<file path="src/rtl/parity_pkg.sv">
`default_nettype none
// ============================================================================
//  Module      : parity_pkg
//  Description : Shared types and constants for the parity engine: parity
//                mode encoding, RX checker state encoding, minimum frame
//                length and the parity-bit selection helper.
//  Revision    : 1.0 - initial release
// ============================================================================
package parity_pkg;

  // Parity mode as presented on PAR_MODE
  typedef enum logic [1:0] {
    PM_EVEN  = 2'b00,
    PM_ODD   = 2'b01,
    PM_MARK  = 2'b10,
    PM_SPACE = 2'b11
  } par_mode_e;

  // RX checker states
  typedef enum logic [1:0] {
    RX_IDLE   = 2'b00,
    RX_DATA   = 2'b01,
    RX_PARITY = 2'b10
  } rx_state_e;

  // Shortest frame honoured; anything shorter falls back to the full width
  localparam int MIN_LEN = 5;

  // Select the parity bit for a mode given the XOR of the active data bits
  function automatic logic parity_of(input par_mode_e mode, input logic data_xor);
    case (mode)
      PM_EVEN: return data_xor;
      PM_ODD:  return ~data_xor;
      PM_MARK: return 1'b1;
      default: return 1'b0;
    endcase
  endfunction

endpackage
`default_nettype wire

</file>
<file path="src/rtl/parity_rx_checker.sv">
`default_nettype none
// ============================================================================
//  Module      : parity_rx_checker
//  Description : Serial RX parity checker. A start pulse latches the frame
//                configuration, data bits (LSB first) are accumulated into a
//                running parity, then an optional parity bit is compared and
//                a one-cycle done/error pulse is produced.
//  Revision    : 1.0 - initial release
// ============================================================================
module parity_rx_checker
  import parity_pkg::*;
#(
  parameter int LEN_W = 4
) (
  input  logic             clk,
  input  logic             rst,
  input  logic             par_en,
  input  logic [1:0]       par_mode,
  input  logic [LEN_W-1:0] eff_len,
  input  logic             rx_start,
  input  logic             rx_bit_vld,
  input  logic             rx_bit,
  output logic             rx_done,
  output logic             par_err
);

  rx_state_e        state;
  logic [LEN_W-1:0] bit_cnt;
  logic [LEN_W-1:0] len_q;
  logic             run_par;
  logic             en_q;
  par_mode_e        mode_q;

  // Frame FSM with registered done/error pulses; start always restarts a frame
  always_ff @(posedge clk) begin
    if (rst) begin
      state   <= RX_IDLE;
      bit_cnt <= '0;
      len_q   <= '0;
      run_par <= 1'b0;
      en_q    <= 1'b0;
      mode_q  <= PM_EVEN;
      rx_done <= 1'b0;
      par_err <= 1'b0;
    end else begin
      rx_done <= 1'b0;
      par_err <= 1'b0;
      if (rx_start) begin
        en_q    <= par_en;
        mode_q  <= par_mode_e'(par_mode);
        len_q   <= eff_len;
        bit_cnt <= '0;
        run_par <= 1'b0;
        state   <= RX_DATA;
      end else begin
        case (state)
          RX_DATA: begin
            if (rx_bit_vld) begin
              run_par <= run_par ^ rx_bit;
              bit_cnt <= bit_cnt + LEN_W'(1);
              if (bit_cnt + LEN_W'(1) == len_q) begin
                if (en_q) begin
                  state <= RX_PARITY;
                end else begin
                  rx_done <= 1'b1;
                  state   <= RX_IDLE;
                end
              end
            end
          end
          RX_PARITY: begin
            if (rx_bit_vld) begin
              rx_done <= 1'b1;
              par_err <= (rx_bit != parity_of(mode_q, run_par));
              state   <= RX_IDLE;
            end
          end
          default: state <= RX_IDLE;
        endcase
      end
    end
  end

endmodule
`default_nettype wire

</file>
<file path="src/rtl/parity_engine.sv">
`default_nettype none
// ============================================================================
//  Module      : parity_engine
//  Description : Parity generator (TX) and serial parity checker (RX).
//                TX computes a parity bit over the active bits of a word on
//                acceptance; RX checks a serial frame in parity_rx_checker.
//                Optional macro PAR_ERR_CNT_EN adds a saturating 8-bit
//                parity-error counter with ERR_CNT_CLR / ERR_CNT ports.
//  Revision    : 1.0 - initial release
// ============================================================================
module parity_engine
  import parity_pkg::*;
#(
  parameter int DATA_WIDTH = 8,
  parameter int LEN_W      = $clog2(DATA_WIDTH + 1)
) (
  input  logic                  CLK,
  input  logic                  RST,
  input  logic                  PAR_EN,
  input  logic [1:0]            PAR_MODE,
  input  logic [LEN_W-1:0]      DATA_LEN,
  input  logic                  BUSY,
  input  logic                  TX_VALID,
  input  logic [DATA_WIDTH-1:0] TX_DATA,
  output logic                  TX_READY,
  output logic                  TX_PAR_BIT,
  output logic                  TX_PAR_VLD,
  input  logic                  RX_START,
  input  logic                  RX_BIT_VLD,
  input  logic                  RX_BIT,
  output logic                  RX_DONE,
  output logic                  PAR_ERR
`ifdef PAR_ERR_CNT_EN
  ,
  input  logic                  ERR_CNT_CLR,
  output logic [7:0]            ERR_CNT
`endif
);

  logic                  accept;
  logic [LEN_W-1:0]      eff_len;
  logic [DATA_WIDTH-1:0] masked_data;

  // Ready follows BUSY directly, including while in reset
  assign TX_READY = ~BUSY;
  assign accept   = TX_VALID & TX_READY;

  // Out-of-range lengths fall back to the full data width
  always_comb begin
    if (int'(DATA_LEN) >= MIN_LEN && int'(DATA_LEN) <= DATA_WIDTH) begin
      eff_len = DATA_LEN;
    end else begin
      eff_len = LEN_W'(DATA_WIDTH);
    end
  end

  // Zero every data bit at or above the effective length
  always_comb begin
    masked_data = '0;
    for (int i = 0; i < DATA_WIDTH; i++) begin
      masked_data[i] = TX_DATA[i] & (i < int'(eff_len));
    end
  end

  // Capture the parity of an accepted job; the bit holds when parity is disabled
  always_ff @(posedge CLK) begin
    if (RST) begin
      TX_PAR_BIT <= 1'b0;
      TX_PAR_VLD <= 1'b0;
    end else begin
      TX_PAR_VLD <= 1'b0;
      if (accept && PAR_EN) begin
        TX_PAR_BIT <= parity_of(par_mode_e'(PAR_MODE), ^masked_data);
        TX_PAR_VLD <= 1'b1;
      end
    end
  end

  parity_rx_checker #(
    .LEN_W (LEN_W)
  ) u_rx (
    .clk        (CLK),
    .rst        (RST),
    .par_en     (PAR_EN),
    .par_mode   (PAR_MODE),
    .eff_len    (eff_len),
    .rx_start   (RX_START),
    .rx_bit_vld (RX_BIT_VLD),
    .rx_bit     (RX_BIT),
    .rx_done    (RX_DONE),
    .par_err    (PAR_ERR)
  );

`ifdef PAR_ERR_CNT_EN
  // Saturating error counter; clear takes priority over a coincident error
  always_ff @(posedge CLK) begin
    if (RST) begin
      ERR_CNT <= 8'd0;
    end else if (ERR_CNT_CLR) begin
      ERR_CNT <= 8'd0;
    end else if (PAR_ERR && ERR_CNT != 8'hFF) begin
      ERR_CNT <= ERR_CNT + 8'd1;
    end
  end
`endif

endmodule
`default_nettype wire

</file>
<file path="config.mk">
export PLATFORM = sky130hd
export DESIGN_NAME = parity_engine
export DESIGN_NICKNAME = d
export VERILOG_FILES = /design/src/rtl/parity_pkg.sv /design/src/rtl/parity_rx_checker.sv /design/src/rtl/parity_engine.sv
export SDC_FILE = /design/constraint.sdc
export NUM_CORES = 1
export LEC_CHECK = 0
export ABC_AREA = 1
export CAP_MARGIN = 40
export CORE_UTILIZATION = 47
export DETAILED_ROUTE_END_ITERATION = 10
export PLACE_DENSITY = 0.83
export SLEW_MARGIN = 10
export SYNTH_ARGS = -nofsm -noshare
export SYNTH_HDL_FRONTEND = slang
export SYNTH_SLANG_ARGS = --single-unit
</file>
<file path="constraint.sdc">
create_clock -name CLK -period 2.1 [get_ports CLK]
set_clock_uncertainty 0.15 [all_clocks]
set_input_delay 0.42 -clock CLK [delete_from_list [all_inputs] [get_ports CLK]]
set_output_delay 0.42 -clock CLK [all_outputs]
set_load 0.01 [all_outputs]
</file>
==> results.py <==
metrics = {
    "detailed_routing": {
        "drcViolationCount": 0,
        "drt_pass1_iterations": 4,
        "vias_per_cell": 4.93,
        "vias": 1054,
        "wl_per_cell_um": 10.4,
        "drt-total-wl_um": 2220,
        "antenna_left": 0,
        "drt_iter0_markers": 23,
    },
    "floorplanning": {
        "dieWidth_um": 49.2,
        "dieArea_um2": 2420,
        "core_area_um2": 2020,
        "initial_core_util": 0.519,
        "rows": 16,
        "ios": 27,
        "fp.dieH_um": 49.2,
    },
    "place": {
        "dp_hpwl_um": 1840,
        "place_area_um2": 1350,
        "gp_congestion": 0.817,
        "place.port_buffers": 26,
    },
    "min_path": {
        "hold_path.class": "flip-flop to flip-flop",
    },
    "clock_tree": {
        "clkLatencyLatePin_ns": 0.29,
        "ctsRootBufferMaster": "clkbuf_4",
        "cts_sinks": 18,
        "path_clk_slew_ns": 0.10,
        "cts.htree.levels": 1,
        "clockBufferDepth": 2,
        "cts_hold_buf": 0,
        "cts_buffers": 3,
        "cts-resized-gates": 0,
        "postCtsSetupBuffers": 0,
        "cts_tree": "built",
    },
    "synth": {
        "synth-edff-count": 0,
        "netlist.area_leader.share": 0.344,
        "yosys_warnings": 0,
        "synth_top_area_cell": "dfxtp_1",
        "ys_ff_latch": 18,
        "synth_area_um2": 1050,
        "synth-main-ff-cell": "dfxtp_1",
        "syn-num-nets": 181,
        "synth_area_leaders": "dfxtp_1 34%, nand2_1 15%, inv_1 8.2%, o21ai_0 4.3%, nor2_1 4.3%",
        "ys_seq_area_frac": 0.344,
        "synthTopCellsByCount": "43 x nand2_1, 23 x inv_1, 18 x dfxtp_1",
        "yosysUniqueCellTypes": 25,
        "synth_cells": 156,
        "synth_area_per_cell_um2": 6.72,
        "yosysMostFrequentCell": "nand2_1",
        "ys_async_sr_fraction": 0,
    },
    "setup_path": {
        "path_cells": "clkdlybuf4s50_1 > inv_1 > clkdlybuf4s50_1",
        "path_class": "primary input to primary output",
        "reg2reg_slack_ns": 0.40,
        "critPathCaptureType": "primary output",
        "startpoint_type": "primary input",
        "cp.arrival_ns": 1.42,
        "critPathRequiredTime_ns": 1.53,
        "cpMaxStageDelayCell": "clkdlybuf4s50_1",
        "cp_common_cell": "clkdlybuf4s50_1",
        "cpPeakStageDelay_ns": 0.53,
        "crit_fanout": 2,
    },
    "timing": {
        "slew_violations": 0,
        "relSlewSlack": 0.821,
        "period_needed_ns": 1.99,
        "setup-tns-final_ns": 0,
        "rsz0062_at_grt": "false",
        "max_freq_mhz": 503,
        "hold_viol": 0,
        "fin_crit_sh": 0.946,
        "tightest_slew_ns": 0.266,
        "setup_viol": 0,
    },
    "final_layout": {
        "nNetsFinal": 213,
        "final_layout_size_suffix_gt1_frac": 0.128,
        "finish.instance_area_um2": 1390,
        "antenna_cells": 0,
        "syn_to_final_growth_pct": 32.2,
    },
    "status": {
        "status": "completed",
    },
    "job": {
        "maxCapViolations": 0,
    },
    "grt": {
        "grt.total_usage": 0.196,
        "grt_max_degree": 11,
        "gr-total-overflow": 0,
        "grt_pass1_wl_um": 3750,
        "antenna_found_initial": 0,
        "first_global_vias": 949,
    },
    "pwr": {
        "power_density_nw_per_um2": 525,
        "finalPower_uw": 727,
        "ir_drop_mv": 0.326,
        "p_leak_uw": 0.000648,
    },
}
[report_power, final]
group	total, uW	internal, uW	switching [uW]
Sequential	360	353	7.55
Combinational	154	75.5	78.2
Clock	213	106	107
Total	727	534	193
[layout make-up]
cell class | instances | area (um2)
fill | 172 | 636
tap | 27 | 33.8
clock buffer | 4 | 36.3
inverter | 29 | 109
multi-input combinational | 109 | 579
sequential | 18 | 360
timing repair buffer | 27 | 268
[stage by stage]
step,hold slack [ns],util,cells,setup WS [ns]
2_1_floorplan,0.298,-,156,0.536
3_3_place_gp,0.308,0.668,210,0.114
3_5_place_dp,0.317,0.668,210,0.0635
4_1_cts,0.341,0.686,214,0.112
5_1_grt,0.361,0.686,214,0.0732
6_report,0.341,0.686,214,0.113
[registers in the layout (all words and copies together) (netlist names)]
signal        flops
u_rx.bit_cnt      4
u_rx.len_q        4
u_rx.mode_q       2
u_rx.state        2
TX_PAR_BIT        1
TX_PAR_VLD        1
u_rx.en_q         1
u_rx.par_err      1
u_rx.run_par      1
u_rx.rx_done      1
[per-layer routing]
layer	vias to the layer above	routed length (um)	track usage
li1	554	-	-
met1	472	996	0.226
met2	24	1140	0.361
met3	4	57	0.0280
met4	0	24	0.0735
met5	-	0	0
[critical path: cells and delay by family]
| kind | cells | cell delay (ns) |
|---|---|---|
| buf+inv | 3 | 0.99 |
[cells by family after synthesis]
family,after synthesis,synth area share
and+or+nand+nor,78,0.338
buffers and inverters,29,0.104
AOI/OAI and AO/OA,22,0.122
DFF,18,0.344
xor gates and xnor gates,6,0.0573
adders and majority gates,3,0.0358
[path summary, 6_finish.rpt]
check                           depth (start not counted)             from       endpoint
worst max-delay path                                    3             BUSY       TX_READY
worst min-delay path                                    2    u_rx.len_q[1]  u_rx.len_q[1]
worst max register to register                          9  u_rx.bit_cnt[0]  u_rx.state[1]
worst min register to register                          2    u_rx.len_q[1]  u_rx.len_q[1]
[layout by cell type (no fill, tap or decap), drive strengths merged, types with 2 or more instances in the layout]
| cell | Yosys | routed |
|---|---|---|
| xor2 | 2 | 2 |
| dfxtp | 18 | 18 |
| nand3 | 10 | 10 |
| nor2 | 16 | 16 |
| nor3 | 3 | 3 |
| o21ai | 9 | 9 |
| clkdlybuf4s50 | 0 | 26 |
| ha | 3 | 3 |
| clkbuf | 0 | 4 |
| a21oi | 6 | 6 |
| nand2 | 47 | 47 |
| inv | 29 | 29 |
| xnor2 | 4 | 4 |
(Power assumes the default switching activity.)
